<file path="src/rtl/vga_timing_out.sv">
// vga_timing_out: raster counters plus registered, blanked RGB/HSYNC/VSYNC output stage.
// Revision 1.0
`default_nettype none

module vga_timing_out #(
  parameter int H_DISPLAY = 640,
  parameter int H_FRONT   = 16,
  parameter int H_SYNC    = 96,
  parameter int H_BACK    = 48,
  parameter int V_DISPLAY = 480,
  parameter int V_FRONT   = 10,
  parameter int V_SYNC    = 2,
  parameter int V_BACK    = 33
) (
  input  logic       clk,
  input  logic       reset,
  input  logic [5:0] color,
  output logic [9:0] pix_x,
  output logic [9:0] pix_y,
  output logic [7:0] frame,
  output logic       display_on,
  output logic       hsync,
  output logic       vsync,
  output logic [5:0] rgb
);

  localparam logic [9:0] H_MAX    = 10'(H_DISPLAY + H_FRONT + H_SYNC + H_BACK - 1);
  localparam logic [9:0] V_MAX    = 10'(V_DISPLAY + V_FRONT + V_SYNC + V_BACK - 1);
  localparam logic [9:0] H_VIS    = 10'(H_DISPLAY);
  localparam logic [9:0] V_VIS    = 10'(V_DISPLAY);
  localparam logic [9:0] HS_FIRST = 10'(H_DISPLAY + H_FRONT);
  localparam logic [9:0] HS_LAST  = 10'(H_DISPLAY + H_FRONT + H_SYNC - 1);
  localparam logic [9:0] VS_FIRST = 10'(V_DISPLAY + V_FRONT);
  localparam logic [9:0] VS_LAST  = 10'(V_DISPLAY + V_FRONT + V_SYNC - 1);

  logic [9:0] h_q, h_d;
  logic [9:0] v_q, v_d;
  logic [7:0] frame_q, frame_d;
  logic [5:0] rgb_q, rgb_d;
  logic       hsync_q, hsync_d;
  logic       vsync_q, vsync_d;
  logic       h_wrap, v_wrap, vis;

  always_comb begin
    h_wrap  = (h_q == H_MAX);
    v_wrap  = (v_q == V_MAX);
    h_d     = h_wrap ? 10'd0 : h_q + 10'd1;
    v_d     = v_q;
    frame_d = frame_q;
    if (h_wrap) begin
      v_d = v_wrap ? 10'd0 : v_q + 10'd1;
      if (v_wrap) begin
        frame_d = frame_q + 8'd1;
      end
    end
    vis     = (h_q < H_VIS) && (v_q < V_VIS);
    rgb_d   = vis ? color : 6'd0;
    // Sync is active-low, so the register holds the inverted window decode.
    hsync_d = !((h_q >= HS_FIRST) && (h_q <= HS_LAST));
    vsync_d = !((v_q >= VS_FIRST) && (v_q <= VS_LAST));
  end

  always_ff @(posedge clk or posedge reset) begin
    if (reset) begin
      h_q     <= 10'd0;
      v_q     <= 10'd0;
      frame_q <= 8'd0;
      rgb_q   <= 6'd0;
      hsync_q <= 1'b1;
      vsync_q <= 1'b1;
    end else begin
      h_q     <= h_d;
      v_q     <= v_d;
      frame_q <= frame_d;
      rgb_q   <= rgb_d;
      hsync_q <= hsync_d;
      vsync_q <= vsync_d;
    end
  end

  assign pix_x      = h_q;
  assign pix_y      = v_q;
  assign frame      = frame_q;
  assign display_on = vis;
  assign rgb        = rgb_q;
  assign hsync      = hsync_q;
  assign vsync      = vsync_q;

endmodule

`default_nettype wire

</file>
<file path="config.mk">
export PLATFORM = sky130hd
export DESIGN_NAME = vga_timing_out
export DESIGN_NICKNAME = d
export VERILOG_FILES = /design/src/rtl/vga_timing_out.sv
export SDC_FILE = /design/constraint.sdc
export NUM_CORES = 1
export LEC_CHECK = 0
export CORE_ASPECT_RATIO = 2
export CORE_MARGIN = 2
export CORE_UTILIZATION = 41
export CTS_CLUSTER_SIZE = 28
export DETAILED_ROUTE_END_ITERATION = 8
export PLACE_DENSITY = 0.71
export RECOVER_POWER = 25
export SETUP_SLACK_MARGIN = 0.2
export SYNTH_ARGS = -nofsm -noshare
export SYNTH_HDL_FRONTEND = slang
export SYNTH_SLANG_ARGS = --single-unit
</file>
<file path="constraint.sdc">
create_clock -name clk -period 4 [get_ports clk]
set_input_delay 1.2 -clock clk [delete_from_list [all_inputs] [get_ports clk]]
set_output_delay 1.2 -clock clk [all_outputs]
set_load 0.05 [all_outputs]
</file>
# Yosys cells after proc, flatten, opt, wreduce, memory -nomap -nowiden
# Cells that the tools add are included.
# classes
addsub,3
order_cmp,6
n_eq_ne,2
n_mux,3
n_reduce_logical,6
# op_table
cell,count
10-bit by 1-bit adder with 10-bit output (second input constant),2
10-bit equality test (second input constant),2
10-bit two-way mux,2
10-bit greater-or-equal comparator (second input constant),1
10-bit by 9-bit greater-or-equal comparator with 1-bit output (second input constant),1
10-bit <= comparator (second input constant),1
10-bit by 9-bit <= comparator with 1-bit output (second input constant),1
10-bit less-than comparator (second input constant),1
10-bit by 9-bit less-than comparator with 1-bit output (second input constant),1
8-bit by 1-bit adder with 8-bit output (second input constant),1
6-bit two-way mux,1
1-bit logical AND,3
1-bit zero test,2
2-bit AND reduction,1
# word_totals
register_bits,36
in_bits,8
out_inout_bits,37
elab_cells,26

# Logic depth before layout (Yosys ltp)
# depth
word_depth,3
depth_mapped,7
ltp_nobuf,6

# Worst setup path before layout
# No wires, ideal clock.
# synth_path
path_type,reg-to-output
start,"register v_q[7], in the netlist pix_y[7]"
end,output display_on
arrival_ns,1.831
t_required_ns,2.800
setup_slack_ns,0.969
stages_incl_launch_ff,4
path_buffers,0
cell_sequence,dfrtp_1 -> and3_2 -> and2_1 -> nor2_1
# synth_between
elab_chain_len,2
# synth_lines
element,line,source
"start, declared",37,"logic [9:0] v_q, v_d;"
"start signal, assigned",73,v_q <= v_d;
10-bit by 9-bit less-than comparator with 1-bit output,56,vis = (h_q < H_VIS) && (v_q < V_VIS);
1-bit logical AND,56,
"end, declared",21,"output logic display_on,"
# No other way between the ends.

# Final worst setup path
# layout_path
start,"register v_q[5], in the netlist pix_y[5]"
end,output display_on
# Same word-level chain as after synthesis.

==> out/qor.csv <==
metric,value,unit
Crit Reg-Reg Endpoint,frame[1]$_DFFE_PP0P_,
dpl ws,715.1,ps
via count of the first global-routing pass,1372,
share of Yosys cell area claimed by the top area cell type,50.52,%
initial standard-cell utilization of the core,42.05,%
Worst path slowest cell,sky130_fd_sc_hd__clkdlybuf4s50_1,
placeable core region,0.004005,mm²
post-detail-place hpwl,2.713,mm
type of the worst setup path,reg2out,
synthesis-to-layout area growth,35.51,%
top-level I/O count,45,
cell class contributing the biggest share of worst-path delay,buffers and inverters,
Post-Synthesis Net Count,173,
summed instance area of the synthesized netlist,0.001684,mm²
number of buffers and inverters on the critical path,1,
clk_lat worst skew,290,ps
clock buffer count from CTS,5,
htree depth,2,
post-route worst setup slack,396.8,ps
average vias per placed instance,5.229,
instance area at placement,0.002182,mm²
fraction of the yosys area taken by sequential cells,53.64,%
Final Slew Violations,0,
launch instance of the worst min-delay path,frame[7]$_DFFE_PP0P_,
clock tree from TritonCTS,built,
syn_area_per_cell,10.53,µm²
Post-CTS Repair Setup Buffers,0,
worst endpoint required time,2800,ps
Area contributors post-synth,"sky130_fd_sc_hd__dfrtp_1 (51%), sky130_fd_sc_hd__nand3_1 (4.5%), sky130_fd_sc_hd__xnor2_1 (4.2%), sky130_fd_sc_hd__xor2_1 (4.2%), sky130_fd_sc_hd__ha_1 (3.7%)",
Crit Reg-Reg Startpoint,pix_y[1]$_DFFE_PP0N_,
Pwr Density,299.2,mW/mm²
delay of the slowest cell on the worst path,890,ps
Final Critical Period,3603,ps
min-delay worst type,reg2reg,
Die Footprint,0.004667,mm²
library cell occupying the most area in the post-synthesis netlist,sky130_fd_sc_hd__dfrtp_1,
overall die width,49.32,µm
met1 Resource Use GR,21.28,%
outcome,completed,
crit path DAT,2400,ps
final antenna-violating net count,0,
all-layer global routing usage,17.98,%
Cells after Synth,160,
number of gates resized after CTS,0,
Ant. Diodes,0,
area of all placed cells without fillers,0.002282,mm²
transition time of the tightest slew-check pin,738.6,ps
Congestion Overflow GR,0,
average wire length per cell after detail routing,14.12,µm
first-iteration detailed-routing DRC count,48,
Cell Rows,33,
slew margin rel.,50.71,%
clock root buffer,sky130_fd_sc_hd__clkbuf_8,
FMAX,277.5,MHz
worst-case hold path end point,frame[7]$_DFFE_PP0P_,
global-route layer with the greatest usage,met2,
leakage power total,0.9694,nW
number of sinks handled by clock tree synthesis,36,
Max Clock Skew,7.162,ps
Clock Pin Slew Worst Setup and Hold Paths,70,ps
router iterations before antenna repair,4,
number of instances on the worst hold path,1,
Tcrit/Tclk final,90.08,%
count of port buffers added during placement,44,
number of cell instances on the worst register-to-register path,6,
wire length of the first global-routing pass,6.320,mm
final hold violation count,0,
setup slack on the worst flop-to-flop path,1690,ps
unique cell type count in the Yosys netlist,34,
total vias in the final route,1370,
kind of end point of the critical path,primary output,
Startpoint Class,flop,
ordered cell list for the critical path,and3_2 > and2_1 > nor2_1 > clkdlybuf4s50_1,
number of violations of the max-capacitance limit,0,
CTS Buffer Depth,2,
count of state elements after synthesis,36,
Design Power,0.6827,mW
final wirelength,3.699,mm
grt met3 use,5.380,%
worst-path maximum fanout,7,
Post-Route Setup TNS,0,ps
setup repair after global routing missed its margin,false,
layout cell share with drive strength beyond 1,7.619,%
die boundary height,94.64,µm
total setup violations reported at the end of the flow,0,
GPL Wtd Cong,0.8182,
worst vdd ir,271.0,µV
number of buffers inserted by hold repair at cts,0,
antenna violations before repair,0,
met2 track demand over resource,28.60,%
Layout Nets,222,
yosys synthesis warning count,0,
largest net degree at the start of global routing,21,
DR DRC count,0,
==> cell type report <==
type | count | area (µm²)
tap | 52 | 65.06
clock buffer | 8 | 100.1
timing repair buffer | 46 | 455.4
fill | 382 | 1723
sequential | 36 | 903.4
multi-input combinational | 111 | 724.4
inverter | 9 | 33.78
==> how the worst max path moves through the flow <==
stage                                    start          to  slack (ps)  cells past startpoint
after CTS                 pix_y[5]$_DFFE_PP0N_  display_on         400                      4
after floorplan           pix_y[7]$_DFFE_PP0N_  display_on         970                      3
after global placement    pix_y[6]$_DFFE_PP0N_  display_on         760                      4
after global routing      pix_y[5]$_DFFE_PP0N_  display_on         290                      4
after detailed placement  pix_y[5]$_DFFE_PP0N_  display_on         720                      4
final                     pix_y[5]$_DFFE_PP0N_  display_on         400                      4
==> cell families (layout without fill, tap and decap cells) <==
group	Yosys count	after routing	synth area share, %
compound gates	17	17	6.389
xor+xnor	16	16	8.321
fa+ha+maj	5	5	3.715
buf+inv	13	63	3.343
flops	36	36	53.64
mux	1	1	0.6686
simple gates	72	72	23.92
==> cell usage in the layout, fill, tap and decap left out, types with 2 or more instances in the layout <==
cell type	n
sky130_fd_sc_hd__clkdlybuf4s50_1	43
sky130_fd_sc_hd__dfrtp_1	34
sky130_fd_sc_hd__nand3_1	15
sky130_fd_sc_hd__nand2_1	14
sky130_fd_sc_hd__inv_1	9
sky130_fd_sc_hd__o21ai_0	8
sky130_fd_sc_hd__xnor2_1	8
sky130_fd_sc_hd__xor2_1	8
sky130_fd_sc_hd__nor2_1	7
sky130_fd_sc_hd__and2_0	7
sky130_fd_sc_hd__clkbuf_8	7
sky130_fd_sc_hd__nor3_1	6
sky130_fd_sc_hd__nand4_1	5
sky130_fd_sc_hd__nor4_1	5
sky130_fd_sc_hd__ha_1	5
sky130_fd_sc_hd__nand2b_1	2
sky130_fd_sc_hd__o2bb2ai_1	2
sky130_fd_sc_hd__a21o_1	2
sky130_fd_sc_hd__a31oi_1	2
sky130_fd_sc_hd__dfstp_2	2
sky130_fd_sc_hd__buf_4	2
==> layer usage <==
| metal | wire length (µm) | up-vias |
|---|---|---|
| li1 | - | 651 |
| met1 | 1553 | 669 |
| met2 | 1900 | 44 |
| met3 | 186 | 6 |
| met4 | 59 | 0 |
| met5 | 0 | - |
==> flip-flops by register name, indices dropped and copies added (netlist names) <==
register  cells
hsync         1
vsync         1
pix_x        10
pix_y        10
rgb           6
frame         8
==> metrics by stage <==
step                      hold slack, ps  instances  util [%]
after global placement             460.8        254     54.48
after floorplan                    777.5        160         -
after CTS                          477.1        262     56.98
after detailed placement           460.7        254     54.48
final                              474.3        262     56.98
after global routing               505.5        262     56.98
==> synth_stat cells <==
cell type and count:
sky130_fd_sc_hd__a31o_2 1, sky130_fd_sc_hd__inv_1 9, sky130_fd_sc_hd__xor2_1 8, sky130_fd_sc_hd__and4_1 1, sky130_fd_sc_hd__a31oi_1 2, sky130_fd_sc_hd__a21oi_1 1
sky130_fd_sc_hd__mux2_2 1, sky130_fd_sc_hd__nor4_2 1, sky130_fd_sc_hd__ha_1 5, sky130_fd_sc_hd__and3_2 1, sky130_fd_sc_hd__o2bb2ai_1 2, sky130_fd_sc_hd__nor4b_2 1
sky130_fd_sc_hd__xnor2_1 8, sky130_fd_sc_hd__or3_1 1, sky130_fd_sc_hd__or4_1 1, sky130_fd_sc_hd__a21o_1 2, sky130_fd_sc_hd__o21ai_0 8, sky130_fd_sc_hd__nor4bb_1 1
sky130_fd_sc_hd__nand2b_1 2, sky130_fd_sc_hd__nor4b_1 1, sky130_fd_sc_hd__nor3_1 6, sky130_fd_sc_hd__and2_1 8, sky130_fd_sc_hd__a22o_1 1, sky130_fd_sc_hd__nand4bb_1 1
sky130_fd_sc_hd__dfstp_2 2, sky130_fd_sc_hd__nor2_1 7, sky130_fd_sc_hd__dfrtp_1 34, sky130_fd_sc_hd__buf_6 1, sky130_fd_sc_hd__nand4_1 5, sky130_fd_sc_hd__nand2_1 14
sky130_fd_sc_hd__nor4_1 5, sky130_fd_sc_hd__and3_1 1, sky130_fd_sc_hd__clkbuf_1 3, sky130_fd_sc_hd__nand3_1 15
==> power breakdown <==
| group | total (mW) | internal (mW) | switching [mW] |
|---|---|---|---|
| Combinational | 0.0335 | 0.0126 | 0.0208 |
| Clock | 0.281 | 0.157 | 0.124 |
| Sequential | 0.368 | 0.367 | 0.000784 |
| Total | 0.683 | 0.537 | 0.146 |
No activity file was read; power rests on OpenSTA's default activity.
